**config.mk**
```make
export PLATFORM = sky130hd
export DESIGN_NAME = sseg_scan_decoder
export DESIGN_NICKNAME = d
export VERILOG_FILES = /design/src/rtl/sseg_scan_decoder.sv
export SDC_FILE = /design/constraint.sdc
export NUM_CORES = 1
export LEC_CHECK = 0
export CORE_UTILIZATION = 55
export CTS_CLUSTER_DIAMETER = 120
export DETAILED_ROUTE_END_ITERATION = 16
export PLACE_DENSITY = 0.75
export REMOVE_ABC_BUFFERS = 1
export SLEW_MARGIN = 20
export SYNTH_ARGS = -nofsm -noshare
export SYNTH_HDL_FRONTEND = slang
export SYNTH_SLANG_ARGS = --single-unit
export TNS_END_PERCENT = 30
```
**constraint.sdc**
```tcl
create_clock -name clk -period 4 [get_ports clk]
set_clock_uncertainty 0.05 [all_clocks]
set_input_delay 0.8 -clock clk [delete_from_list [all_inputs] [get_ports clk]]
set_output_delay 0.8 -clock clk [all_outputs]
set_load 0.02 [all_outputs]
```
**src/rtl/sseg_scan_decoder.sv**
```systemverilog
// sseg_scan_decoder
// Passive reader for a 4-digit multiplexed seven-segment bus. Each scanned
// digit is sampled once per anode dwell after the anode has settled. The
// active-low segment pattern is decoded back to a hex value. A digit is
// committed only after several identical consecutive samples. The block
// never drives the display.
module sseg_scan_decoder #(
   parameter int SETTLE_CYC   = 4,
   parameter int STABLE_SCANS = 2,
   parameter int TIMEOUT_CYC  = 262144
) (
   input  logic        clk,
   input  logic        rst_n,
   input  logic [3:0]  an,
   input  logic [7:0]  sseg,
   input  logic        err_clr,
   output logic [15:0] hex,
   output logic [3:0]  blank,
   output logic [3:0]  dp,
   output logic        update,
   output logic        err,
   output logic        idle
);

   localparam logic [7:0]        SETTLE_LAST = 8'(SETTLE_CYC - 1);
   localparam logic [7:0]        SETTLE_MAX  = 8'(SETTLE_CYC);
   localparam logic [2:0]        STABLE_MAX  = 3'(STABLE_SCANS);
   localparam int                IDLE_W      = $clog2(TIMEOUT_CYC + 1);
   localparam logic [IDLE_W-1:0] IDLE_MAX    = IDLE_W'(TIMEOUT_CYC);
   localparam logic [IDLE_W-1:0] IDLE_ONE    = IDLE_W'(1);

   // Returns {legal, blank, value[3:0]} for a 7-bit active-low pattern.
   function automatic logic [5:0] seg_decode(input logic [6:0] seg);
      logic [5:0] r;
      case (seg)
         7'h40:   r = {2'b10, 4'h0};
         7'h79:   r = {2'b10, 4'h1};
         7'h24:   r = {2'b10, 4'h2};
         7'h30:   r = {2'b10, 4'h3};
         7'h19:   r = {2'b10, 4'h4};
         7'h12:   r = {2'b10, 4'h5};
         7'h02:   r = {2'b10, 4'h6};
         7'h78:   r = {2'b10, 4'h7};
         7'h00:   r = {2'b10, 4'h8};
         7'h10:   r = {2'b10, 4'h9};
         7'h08:   r = {2'b10, 4'hA};
         7'h03:   r = {2'b10, 4'hB};
         7'h46:   r = {2'b10, 4'hC};
         7'h21:   r = {2'b10, 4'hD};
         7'h06:   r = {2'b10, 4'hE};
         7'h0E:   r = {2'b10, 4'hF};
         7'h7F:   r = {2'b11, 4'h0};
         default: r = 6'b00_0000;
      endcase
      return r;
   endfunction

   // Returns {valid, index[1:0]}; valid only when exactly one anode is low.
   function automatic logic [2:0] anode_decode(input logic [3:0] a);
      logic [2:0] r;
      case (a)
         4'b1110: r = 3'b100;
         4'b1101: r = 3'b101;
         4'b1011: r = 3'b110;
         4'b0111: r = 3'b111;
         default: r = 3'b000;
      endcase
      return r;
   endfunction

   logic [3:0]        an_p0;
   logic [7:0]        sseg_p0;
   logic [3:0]        an_p1;
   logic [7:0]        settle_cnt_p1;
   logic [5:0]        cand_p2  [4];
   logic [2:0]        match_p2 [4];
   logic [3:0]        cand_vld_p2;
   logic [IDLE_W-1:0] idle_cnt_p2;

   logic [2:0]        an_dec;
   logic              an_ok;
   logic [1:0]        dig;
   logic              smp_vld_p1;
   logic [5:0]        seg_dec;
   logic              smp_legal;
   logic [5:0]        smp_fld;
   logic              cand_hit;
   logic [2:0]        match_nxt;
   logic              commit;
   logic [5:0]        cur_fld;
   logic              changed;

   // Sample-strobe generation, decode and commit decision for the sampled digit.
   always_comb begin
      an_dec     = anode_decode(an_p0);
      an_ok      = an_dec[2];
      dig        = an_dec[1:0];
      smp_vld_p1 = an_ok && (an_p0 == an_p1) && (settle_cnt_p1 == SETTLE_LAST);
      seg_dec    = seg_decode(sseg_p0[6:0]);
      smp_legal  = seg_dec[5];
      // Field layout {dp, blank, value}; dp on the bus is active-low.
      smp_fld    = {~sseg_p0[7], seg_dec[4:0]};
      cand_hit   = cand_vld_p2[dig] && (cand_p2[dig] == smp_fld);
      match_nxt  = 3'd1;
      if (cand_hit) begin
         match_nxt = (match_p2[dig] == 3'd7) ? 3'd7 : match_p2[dig] + 3'd1;
      end
      commit     = smp_vld_p1 && smp_legal && (match_nxt == STABLE_MAX);
      cur_fld    = {dp[dig], blank[dig], hex[{dig, 2'b00} +: 4]};
      changed    = (cur_fld != smp_fld);
   end

   // Stage p0: register the raw bus once.
   always_ff @(posedge clk or negedge rst_n) begin
      if (!rst_n) begin
         an_p0   <= 4'hF;
         sseg_p0 <= 8'hFF;
      end else begin
         an_p0   <= an;
         sseg_p0 <= sseg;
      end
   end

   // Stage p1: settle counter, restarted on any anode change or invalid anode.
   always_ff @(posedge clk or negedge rst_n) begin
      if (!rst_n) begin
         an_p1         <= 4'hF;
         settle_cnt_p1 <= 8'd0;
      end else begin
         an_p1 <= an_p0;
         if (!an_ok || (an_p0 != an_p1)) begin
            settle_cnt_p1 <= 8'd0;
         end else if (settle_cnt_p1 != SETTLE_MAX) begin
            settle_cnt_p1 <= settle_cnt_p1 + 8'd1;
         end
      end
   end

   // Stage p2: per-digit candidate tracking and commit to the output frame.
   always_ff @(posedge clk or negedge rst_n) begin
      if (!rst_n) begin
         for (int i = 0; i < 4; i++) begin
            cand_p2[i]  <= 6'd0;
            match_p2[i] <= 3'd0;
         end
         cand_vld_p2 <= 4'h0;
         hex         <= 16'h0000;
         blank       <= 4'hF;
         dp          <= 4'h0;
         update      <= 1'b0;
      end else begin
         update <= commit && changed;
         if (smp_vld_p1) begin
            if (smp_legal) begin
               cand_p2[dig]     <= smp_fld;
               cand_vld_p2[dig] <= 1'b1;
               match_p2[dig]    <= match_nxt;
            end else begin
               cand_vld_p2[dig] <= 1'b0;
               match_p2[dig]    <= 3'd0;
            end
         end
         if (commit) begin
            hex[{dig, 2'b00} +: 4] <= smp_fld[3:0];
            blank[dig]             <= smp_fld[4];
            dp[dig]                <= smp_fld[5];
         end
      end
   end

   // Sticky error flag; a new illegal sample wins over a same-cycle clear.
   always_ff @(posedge clk or negedge rst_n) begin
      if (!rst_n) begin
         err <= 1'b0;
      end else if (smp_vld_p1 && !smp_legal) begin
         err <= 1'b1;
      end else if (err_clr) begin
         err <= 1'b0;
      end
   end

   // Idle timer: counts cycles since the last sample of any kind.
   always_ff @(posedge clk or negedge rst_n) begin
      if (!rst_n) begin
         idle_cnt_p2 <= '0;
      end else if (smp_vld_p1) begin
         idle_cnt_p2 <= '0;
      end else if (idle_cnt_p2 != IDLE_MAX) begin
         idle_cnt_p2 <= idle_cnt_p2 + IDLE_ONE;
      end
   end

   assign idle = (idle_cnt_p2 == IDLE_MAX);

endmodule
```
=== After elaboration in Yosys (flattened, before gate mapping) ===
Index checks and enable logic that the tools add are counted.

* Bits in registers: 109
* Input bits: 15
* Output and inout bits: 27
* Logic and storage cells: 119

* Add/subtract/negate cells: 4
* Magnitude comparators: 4
* Equality and inequality tests: 30
* Shift operators: 3
* Muxes and demuxes: 35
* Bitwise logic cells: 7
* Reduce and logical (&&, ||, !) cells: 17

{| class="wikitable"
|+ Operators by type and width
! operator !! number
|-
| case mux 6 bit (17 select lines) || 1
|-
| two-way mux 19 bit || 2
|-
| equality test 7 bit, second input constant || 5
|-
| bitwise mux 24 bit || 1
|-
| equality test 7 x 5 -> 1 bit, second input constant || 3
|-
| equality test 7 x 6 -> 1 bit, second input constant || 3
|-
| adder 19 x 1 -> 19 bit, second input constant || 1
|-
| equality test 19 bit, second input constant || 1
|-
| != test 19 bit, second input constant || 1
|-
| two-way mux 6 bit || 3
|-
| bitwise mux 16 bit || 1
|-
| two-way mux 8 bit || 2
|-
| variable shift 4 x 6 -> 16 bit, first input constant || 1
|-
| variable part select 16 x 5 -> 4 bit || 1
|-
| variable part select 4 x 6 -> 16 bit || 1
|-
| two-way mux 3 bit || 5
|-
| equality test 7 x 2 -> 1 bit, second input constant || 2
|-
| equality test 7 x 4 -> 1 bit, second input constant || 2
|-
| AND 12 bit || 1
|-
| binary-select mux 6 bit (select 2 bit) || 1
|-
| bitwise mux 12 bit || 1
|-
| demux 6 bit (select 2 bit) || 1
|-
| equality test 4 bit, second input constant || 3
|-
| two-way mux 12 bit || 1
|-
| other kinds (37) || 56
|}

=== Logic depth before layout (Yosys ltp) ===
Gate-level depths: netlist of run 1.

* Depth after elaboration: 12
* Gate-level depth with buffers: 12
* Mapped depth without buffers: 10

=== Least setup slack after synthesis of run 1 ===
OpenSTA, ideal clock, no wires.

* Path kind: register to register
* Start point: register an_p0[3]
* End point: register hex[15]
* Setup time: 128 ps
* Arrival time: 2988 ps
* Required time: 3822 ps
* Path slack: 834 ps
* Stages on the path, launching flop included: 13
* Buffers on the path: 2
* Clock period less this slack: 3166 ps
* Path through: dfstp_2 buf_4 xnor2_1 nor2_2 inv_2 a31oi_1 a22oi_2 ha_1 nor2b_1 and3_1 clkbuf_2 nand4_2 mux2_1

* Longest elaborated chain between the ends: 11
* Elaborated cells between the ends (all ways): 30
* Classes of those cells: add/sub: 2; eq/ne: 8; shift: 2; mux: 12; bitwise: 1; reduce/logical: 5

{| class="wikitable"
|+ Ends and longest elaborated chain
! element !! line !! source
|-
| from (decl) || 71 || <nowiki>logic [3:0] an_p0;</nowiki>
|-
| from (signal assigned) || 119 || <nowiki>an_p0 <= an;</nowiki>
|-
| equality test 4 x 3 -> 1 bit or equality test 4 bit (tied branches) || 61 || <nowiki>case (a)</nowiki>
|-
| case mux 3 bit (4 select lines) || 61 ||
|-
| NOT 2 -> 3 bit (implied by the code) || 103, 106 ||
|-
| binary-select mux 3 bit (select 2 bit) or binary-select mux 6 bit (select 2 bit) (tied branches) || 106, 103 ||
|-
| two-way mux 3 bit (implied by the code) or two-way mux 6 bit (tied branches) (2 in a row) || 106, 103 ||
|-
| adder 3 x 1 -> 3 bit, or another cell as far along || 106 || <nowiki>match_nxt = (match_p2[dig] == 3'd7) ? 3'd7 : match_p2[dig] + 3'd1;</nowiki>
|-
| two-way mux 3 bit or logical AND 1 bit (tied branches) || 106, 103 ||
|-
| two-way mux 3 bit || 105 || <nowiki>if (cand_hit) begin</nowiki>
|-
| equality test 3 x 2 -> 1 bit || 108 || <nowiki>commit = smp_vld_p1 && smp_legal && (match_nxt == STABLE_MAX);</nowiki>
|-
| logical AND 1 bit || 108 ||
|-
| to (signal, indexed assignment) || 164 || <nowiki>hex[{dig, 2'b00} +: 4] <= smp_fld[3:0];</nowiki>
|-
| to (decl) || 17 || <nowiki>output logic [15:0] hex,</nowiki>
|}

Parallel ways exist; a longest one is shown, timed or not. The select of a mux whose other input is x is not followed.
A chain may end at the register's enable or synchronous reset.

=== Worst setup path in the final report of run 1 ===
* Start point: register an_p0[2]
* End point: register hex[0]

Same word-level chain as after synthesis.

==> key figures, run 1 <==
Outcome
  – Status: finished, final reports clean

Final layout
  – Register area: 2753 um2
  – Fill count: 842
  – N_diodes: 0
  – Layout area overhead: 11.76%
  – Multi-input logic area: 2915 um2
  – Nets: 639
  – Share of cells above drive strength 1: 0.1380

Logic synthesis
  – Ys async rst share: 1.000
  – Yosys cell types: 68
  – Synthesized flop and latch total: 109
  – Post-Synthesis Cells: 584
  – Sequential area share after synthesis: 0.4680
  – Ys flop type: dfrtp_1
  – EDFF count, synth: 0
  – Cell Area, Synth: 5882 um2
  – Count of warnings emitted by yosys: 0
  – Syn_area_per_cell: 10.07 um2

Global route
  – Gr ovfl total: 0
  – Largest net degree at the start of global routing: 60
  – Vias in the first global route: 4455
  – First-pass GRT wire length: 22040 um
  – Total track usage: 0.2569
  – Initial antenna violation count: 0

Pwr
  – Power, Total: 1.978 mW
  – Leakage power: 2.765 nW
  – Pwr Density: 300.9 nW/um2
  – Worst vdd ir: 274.4 uV

Die
  – Overall die width: 105.4 um
  – Core Area: 10320 um2
  – Cell row count: 37
  – Initial Util: 0.5697
  – Die Span Y: 105.4 um
  – IO Pins: 42
  – Die ar.: 11110 um2

Timing
  – Max-slew violations: 0
  – Period utilization: 0.9185
  – Fmax: 272.2 MHz
  – Least-Margin Pin Slew: 0.6786 ns
  – Setup violations, final: 0
  – Final hold violation count: 0
  – Tmin final: 3.674 ns
  – RSZ-0062 raised after global routing: no
  – Max-slew headroom: 0.5476
  – Setup TNS: 0 ns

Drt
  – Post-route ant nets: 0
  – Routed vias/inst: 6.027
  – Via count: 4532
  – Routed length per placed instance: 17.71 um
  – DRT Pass-1 Iters: 6
  – Initial drt markers: 313
  – Final wirelength: 13320 um
  – DRC viols: 0

Job
  – Max cap viols: 0

Setup path
  – Req. time, crit path: 4.23 ns
  – CP Cell Sequence: nand2_1 -> nor2_2 -> a31oi_1 -> a22oi_2 -> ha_1 -> and3_1 -> nand4_2 -> mux2_2
  – CP endpoint kind: flop
  – CP peak stage delay: 0.72 ns
  – Bufs and invs on worst path: 0
  – Setup Crit Path Kind: flop to flop
  – Worst path arrival time: 3.90 ns
  – Worst Setup Start Kind: flop
  – Largest fanout on the critical path: 16
  – Crit-path leading delay family: simple AND/OR/NAND/NOR gates
  – Crit path max-delay cell type: dfstp_2

Clock network
  – Root buf cell: clkbuf_8
  – Worst skew pair latency: 0.39 ns
  – H-tree lvl count: 3
  – # clock sinks: 109
  – CTS tree: yes
  – Resize count post-CTS: 0
  – CTS Buf Count: 9
  – Longest Clk Path Bufs: 2
  – Post CTS Setup Buffer Count: 0
  – Hold buffer count at cts: 0
  – Clock transition at path regs: 0.09 ns

Placed design
  – Port buffer count: 41
  – GP Congestion: 0.9303
  – Dpl hpwl: 9337 um

Min path
  – Hold crit path type: primary input to asynchronous set/reset pin
## Yosys cell counts, drive strengths merged (6+ instances only)
master   n  area, um2
buf     16      81.33
mux2i    6      60.06
a21oi   14      70.07
xnor2   11      96.34
and2     6      37.54
and3    16      100.1
mux4     7      157.7
dfrtp   89       2227
o21ai   34      170.2
mux2    26      292.8
ha      13      162.7
clkbuf  15      57.55
a22o     6      52.55
nor3    22      110.1
dfstp   20      525.5
nor4     8      50.05
nand3   14      70.07
nand2   71      266.5
nand4   14      112.6
xor2    21      191.4
or3      6      37.54
inv     20      75.07
nor2    43      171.4
## where the power goes
group / switching, mW / total (mW) / internal, mW
clock: 0.377 / 0.687 / 0.310
sequential: 0.0242 / 1.14 / 1.12
combinational: 0.0938 / 0.149 / 0.0555
total: 0.495 / 1.98 / 1.48
## layer usage
metal / up-vias / GRT usage / share of wire
met4: 0 / 0.1056 / 0.023
met2: 118 / 0.4196 / 0.49
met5: - / 0 / 0
met3: 22 / 0.05751 / 0.045
met1: 2246 / 0.3313 / 0.44
li1: 2146 / - / -
## path summary, 6_finish.rpt
check	startpoint	to	slack (ns)	depth (start not counted)
setup / recovery	an_p0[2]	hex[0]	0.33	8
hold / removal	rst_n	settle_cnt_p1[5]	0.38	1
setup reg to reg	an_p0[2]	hex[0]	0.33	8
hold reg to reg	an_p0[0]	an_p1[0]	0.42	0
max in group asynchronous	rst_n	sseg_p0[7]	2.73	2
min in group clk	an_p0[0]	an_p1[0]	0.42	0
## final cells by class
class | count | share of cell area
repair buffers | 47 | 0.07080
clock buffers | 13 | 0.02265
flip-flops and latches | 109 | 0.4187
well taps | 136 | 0.02589
inverters | 20 | 0.01142
multi-input cells | 424 | 0.4435
clock inverters | 3 | 0.007042
## layout by cell type (no fill, tap or decap), drive strengths merged, types with 20 or more instances in the layout
cell type	count
xor2	21
nand2	71
dfrtp	89
clkdlybuf4s50	40
nor3	22
dfstp	20
inv	21
o21ai	34
mux2	26
nor2	43
## cell families (layout without fill, tap and decap cells)
group	after synthesis	in the layout	synth area share
and+or+nand+nor	237	237	0.2115
xor gates and xnor gates	32	32	0.04893
buffers and inverters	51	83	0.03637
adders and majority gates	14	14	0.02936
DFF	109	109	0.4680
muxes	39	39	0.08679
AOI/OAI and AO/OA	102	102	0.1191
## metrics by stage
stage          area [um2]  utilization  hold WS [ns]  worst slack (ns)  instances
6_report             6574       0.6368        0.3820            0.3259        752
5_1_grt              6574       0.6368        0.4322           0.03230        752
4_1_cts              6574       0.6368        0.4004            0.3687        752
3_5_place_dp         6379       0.6179        0.4058            0.4011        736
3_3_place_gp         6379       0.6179        0.4049            0.5673        736
2_1_floorplan        5743            -        0.3722            0.7125        553
## flip-flops by register name, summed over array words and instances (netlist names), named ones only
signal,count
an_p0,4
an_p1,4
blank,4
cand_p2,24
dp,4
err,1
hex,16
idle_cnt_p2,19
match_p2,12
settle_cnt_p1,8
sseg_p0,8
update,1
## worst reg2reg max path: stages (launching register included)
cell and delay, ns:
dfstp_2 0.72, nand2_1 0.20, nor2_2 0.53, a31oi_1 0.12, a22oi_2 0.62, ha_1 0.27
and3_1 0.42, nand4_2 0.28, mux2_2 0.37
Note: power is estimated with default switching activity, not from simulation.
==> inputs of run 2 (changes only) <==
GPL_TIMING_DRIVEN = 1   (was default)
PLACE_DENSITY = default   (was 0.75)
PLACE_DENSITY_LB_ADDON = 0.15   (was default)
==> run 2 against run 1 <==
Via count is 1.2% higher. Wire length hardly changed. Sequential share of layout area is 0.22 points lower. Highest routed layer unchanged. Non-clock buffer count stayed put. Largest power group unchanged. Power is 4.7% higher.
==> key figures, run 2 (same netlist as run 1, synthesis figures left out) <==
Outcome
  – Status: finished, final reports clean

Timing
  – Least-Margin Pin Slew: 0.7942 ns
  – Tmin final: 3.610 ns
  – Setup violations, final: 0
  – Max-slew violations: 0
  – Final hold violation count: 0
  – WHS: 0.4164 ns
  – Final setup margin: 0.3900 ns
  – RSZ-0062 raised after global routing: no
  – Setup TNS: 0 ns
  – Period utilization: 0.9025
  – Max-slew headroom: 0.4657
  – Fmax: 277.0 MHz

Clock network
  – # clock sinks: 109
  – Hold buffer count at cts: 0
  – Clock transition at path regs: 0.10 ns
  – H-tree lvl count: 3
  – Resize count post-CTS: 0
  – CTS Buf Count: 9
  – Worst skew pair latency: 0.37 ns
  – Post CTS Setup Buffer Count: 0
  – Longest Clk Path Bufs: 2
  – CTS tree: yes
  – Root buf cell: clkbuf_8

Final layout
  – Layout area overhead: 12.36%
  – Commonest non-fill, non-tap cell in the layout: dfrtp_1
  – Biggest regs: cand_p2: 24 flops, idle_cnt_p2: 19 flops, hex: 16 flops
  – Nets: 639
  – Final Util: 0.6402
  – Most flop-heavy register: cand_p2
  – Share of cells above drive strength 1: 0.1429
  – Max FFs per register: 24
  – Most frequent cells in the layout: dfrtp_1, nand2_1, nor2_1
  – N_diodes: 0

Global route
  – Total track usage: 0.2555
  – Gr ovfl total: 0
  – Largest net degree at the start of global routing: 61
  – First-pass GRT wire length: 22360 um
  – Initial antenna violation count: 0
  – Vias in the first global route: 4561

Die
  – Overall die width: 105.4 um
  – Initial Util: 0.5697
  – Core Area: 10320 um2
  – Die Span Y: 105.4 um
  – Cell row count: 37
  – IO Pins: 42
  – Die ar.: 11110 um2

Setup path
  – CP endpoint kind: flop
  – Req. time, crit path: 4.21 ns
  – Setup Crit Path Kind: flop to flop
  – CP peak stage delay: 0.72 ns
  – Worst Setup Start Kind: flop
  – Worst path arrival time: 3.82 ns
  – Largest fanout on the critical path: 16
  – CP Cell Sequence: nand2_1 -> nor2_2 -> inv_2 -> a31oi_1 -> a22oi_2 -> ha_1 -> nor2b_1 -> and3_1 -> nand4_2 -> mux2_1
  – Crit path max-delay cell type: dfstp_2

Pwr
  – Power, Total: 2.071 mW
  – Leakage power: 2.789 nW
  – Worst vdd ir: 262.5 uV
  – Pwr Density: 313.4 nW/um2

Placed design
  – Port buffer count: 41
  – GP Congestion: 0.9178
  – Post-Place Worst Slack: 0.4600 ns
  – Dpl hpwl: 9358 um

Drt
  – Via count: 4585
  – Post-route ant nets: 0
  – Routed vias/inst: 6.097
  – DRT Pass-1 Iters: 5
  – Routed length per placed instance: 17.70 um
  – Initial drt markers: 330
  – Final wirelength: 13310 um
  – DRC viols: 0

Job
  – Max cap viols: 0

Min path
  – Hold crit path type: flop to flop
==> run 2: final timing paths <==
check                      startpoint               to  slack [ns]  cells after the start
max reg2reg                  an_p0[2]          hex[15]        0.39                     10
max                          an_p0[2]          hex[15]        0.39                     10
min                          an_p0[0]         an_p1[0]        0.42                      0
min in group asynchronous       rst_n  idle_cnt_p2[11]        0.44                      1
max in group asynchronous       rst_n         an_p0[1]        2.58                      2
min reg2reg                  an_p0[0]         an_p1[0]        0.42                      0
==> run 2: cell type report <==
type | instances | area, um2
flip-flops and latches | 109 | 2753
repair buffers | 47 | 452.9
fillers | 839 | 3715
clock inverters | 4 | 77.57
clock buffers | 12 | 165.2
well taps | 136 | 170.2
multi-input cells | 424 | 2915
inverters | 20 | 75.07
==> run 2: metrics by stage <==
| step | std cells | instance area, um2 |
|---|---|---|
| after global placement | 736 | 6366 |
| after CTS | 752 | 6609 |
| final | 752 | 6609 |
| after detailed placement | 736 | 6366 |
| after global routing | 752 | 6609 |
| after floorplan | 553 | 5743 |
==> run 2: power breakdown <==
| part | internal [mW] | total, mW | switching [mW] |
|---|---|---|---|
| Sequential | 1.12 | 1.14 | 0.0243 |
| Combinational | 0.0547 | 0.150 | 0.0950 |
| Clock | 0.408 | 0.780 | 0.372 |
| Total | 1.58 | 2.07 | 0.491 |
==> run 2: critical path, delay by kind of cell (launching register included) <==
family | cells | cell delay (ns)
simple gates | 5 | 1.54
flops | 1 | 0.72
compound gates | 2 | 0.43
mux | 1 | 0.37
fa+ha+maj | 1 | 0.31
buf+inv | 1 | 0.09
==> run 2: per-layer routing <==
layer	global-route usage	vias to the layer above	routed length (um)
met5	0	-	0
met4	0.09155	0	301
met3	0.04700	25	552
met2	0.4159	126	6441
met1	0.3429	2296	6013
li1	-	2138	-
==> RTL edit (config.mk and constraints of run 1) <==
Remove the register `update`: a continuous assignment takes its place, so the output `update` follows one clock earlier.
--- a/src/rtl/sseg_scan_decoder.sv
+++ b/src/rtl/sseg_scan_decoder.sv
@@ -149,5 +149,3 @@
          dp          <= 4'h0;
-         update      <= 1'b0;
       end else begin
-         update <= commit && changed;
          if (smp_vld_p1) begin
@@ -169,2 +167,4 @@
    end
+
+   assign update = commit && changed;
 
Check against the original RTL: same outputs for any inputs over 10 cycles, from zero or initial values and one cycle with rst_n low; that may be too few to reach the edited logic, so the function may still have changed.
==> RTL edit against run 1 <==
Worst hold slack got worse by 34 ps; die area decreased by 0.24%; clock power increased by 7.3%; setup slack got worse by 280 ps; power increased by 4.5%; area after synthesis decreased by 0.23%; final area increased by 6.8%; wire length increased by 6.4%; register-to-register slack got worse by 70 ps; sequential cell count decreased by 1; critical path type is now reg -> out; largest power group unchanged.
==> RTL edit: results (changes against run 1) <==
{| class="wikitable"
! Metric !! Value
|-
| Number of instances in the synthesized netlist || 572 (was 584)
|-
| Slew of the pin with the lowest slew margin || 653.1 ps (was 678.6 ps)
|-
| Critical-path cell with the highest stage delay || sky130_fd_sc_hd__mux4_1 (was sky130_fd_sc_hd__dfstp_2)
|-
| Outcome || finished clean (unchanged)
|-
| Fillers || 803 (was 842)
|-
| Router iterations before antenna repair || 4 (was 6)
|-
| Synth unique cells || 64 (was 68)
|-
| Worst supply voltage drop on vdd || 0.2368 mV (was 0.2744 mV)
|-
| Detailed-route DRC error count || 0 (unchanged)
|-
| Post-synthesis sequential area ratio || 0.4648 (was 0.4680)
|-
| Buffers from clock root to sink, at most || 2 (unchanged)
|-
| Share of layout cells above drive strength 1 || 0.2175 (was 0.1380)
|-
| Buffers added on ports || 41 (unchanged)
|-
| Critical Path Max Stage Delay || 590 ps (was 720 ps)
|-
| First-pass GRT wire length || 23690 µm (was 22040 µm)
|-
| Largest net degree at the start of global routing || 45 (was 60)
|-
| Number of design-rule violations left by the first detailed-router iteration || 191 (was 313)
|-
| GRT Resource Usage Total || 0.2743 (was 0.2569)
|-
| Placed cell area || 0.006693 mm² (was 0.006379 mm²)
|-
| Worst path arrival time || 3100 ps (was 3900 ps)
|-
| Biggest registers after layout || cand_p2: 24 flops, idle_cnt_p2: 19 flops, hex: 16 flops (unchanged)
|-
| Total Power Consumption || 0.002068 W (was 0.001978 W)
|-
| Net total in the final layout || 676 (was 639)
|-
| Static power due to leakage || 3.149 nW (was 2.765 nW)
|-
| Total length of routed wires || 14170 µm (was 13320 µm)
|-
| Switching power || 0.0005172 W (was 0.0004949 W)
|-
| Via count || 4601 (was 4532)
|-
| Cell count after placement || 771 (was 736)
|-
| Non-filler cells, final || 789 (was 752)
|-
| Most frequent cells after synthesis || sky130_fd_sc_hd__dfrtp_1 (88), sky130_fd_sc_hd__nand2_1 (59), sky130_fd_sc_hd__nor2_1 (43) (was sky130_fd_sc_hd__dfrtp_1 (89), sky130_fd_sc_hd__nand2_1 (71), sky130_fd_sc_hd__nor2_1 (41))
|-
| Final core area utilization || 0.6800 (was 0.6368)
|-
| Number of global-route vias before repair || 4820 (was 4455)
|-
| Hpwl dp || 10250 µm (was 9337 µm)
|-
| Global placement routability congestion || 0.8918 (was 0.9303)
|-
| Total combinational power || 0.000211 W (was 0.000149 W)
|-
| Cell types occupying the most area after synthesis || sky130_fd_sc_hd__dfrtp_1 (38%), sky130_fd_sc_hd__dfstp_2 (9.0%), sky130_fd_sc_hd__mux2i_1 (3.9%), sky130_fd_sc_hd__mux2_2 (3.8%), sky130_fd_sc_hd__nand2_1 (3.8%) (was sky130_fd_sc_hd__dfrtp_1 (38%), sky130_fd_sc_hd__dfstp_2 (8.9%), sky130_fd_sc_hd__nand2_1 (4.5%), sky130_fd_sc_hd__mux2_2 (4.0%), sky130_fd_sc_hd__xor2_1 (3.0%))
|-
| Crit-path max FO || 4 (was 16)
|}
[RTL edit: cell count changes in the layout (fill, tap and decap cells not counted), moves of 5 or more]
cell | run 1 | this run
sky130_fd_sc_hd__xnor2_1 | 11 | 17
sky130_fd_sc_hd__nand2_1 | 71 | 59
sky130_fd_sc_hd__mux2i_1 | 6 | 23
sky130_fd_sc_hd__a21oi_1 | 14 | 7
sky130_fd_sc_hd__o31ai_1 | 3 | 8
sky130_fd_sc_hd__inv_1 | 19 | 37
sky130_fd_sc_hd__buf_4 | 6 | 48
sky130_fd_sc_hd__nor3b_1 | 3 | 9
sky130_fd_sc_hd__mux2_1 | 5 | 0
sky130_fd_sc_hd__nor3_1 | 22 | 14
sky130_fd_sc_hd__and3_1 | 16 | 8
sky130_fd_sc_hd__o21ai_0 | 33 | 26
[RTL edit: layer usage]
metal	global-route usage	wire length, µm
met5	0	0
met4	0.09356	372
met3	0.04947	598
met2	0.4789	7153
met1	0.3427	6046
[RTL edit: logic make-up after synthesis]
group / synth area share
flip-flops: 0.4648
adder cells (fa/ha/maj): 0.02772
buffers and inverters: 0.04478
AO/OA/AOI/OAI: 0.1034
AND/OR/NAND/NOR: 0.1913
XOR/XNOR: 0.05522
multiplexers: 0.1128
[RTL edit: worst paths after layout]
| kind | from | to | slack (ps) | cells past startpoint |
|---|---|---|---|---|
| max reg2reg | an_p0[3] | hex[8] | 260 | 14 |
| max in group asynchronous | rst_n | sseg_p0[3] | 2680 | 2 |
| min in group clk | cand_p2[23] | cand_p2[23] | 440 | 2 |
| min | rst_n | idle_cnt_p2[10] | 350 | 1 |
| max | an_p0[3] | update | 50 | 9 |
| min reg2reg | cand_p2[23] | cand_p2[23] | 440 | 2 |
[RTL edit: per-stage QoR]
stage	worst slack (ps)	setup TNS (ps)
after floorplan	-2167	-145470
after global placement	-126.1	-126.1
after detailed placement	-97.56	-97.56
after CTS	24.61	0
after global routing	-20.82	-20.82
final	50.88	0
[RTL edit: timing repair]
item,4_1_cts,5_1_grt
pin swaps,0,6
buffers inserted,0,2
resized for setup,10,19
endpoints found under the setup margin,1,1
[RTL edit: cell type report]
cell class                 instances  share of cell area
timing repair buffer              91              0.1133
clock buffer                       9             0.01764
multi-input combinational        400              0.4213
tap                              136             0.02424
sequential                       108              0.3891
clock inverter                     7             0.01408
inverter                          38             0.02032
[RTL edit: critical path: cells and delay by family (launching register included)]
kind	cells	cell delay [ps]
XOR/XNOR	2	340
buffers and inverters	2	250
flip-flops	1	570
multiplexers	1	590
AND/OR/NAND/NOR	4	950
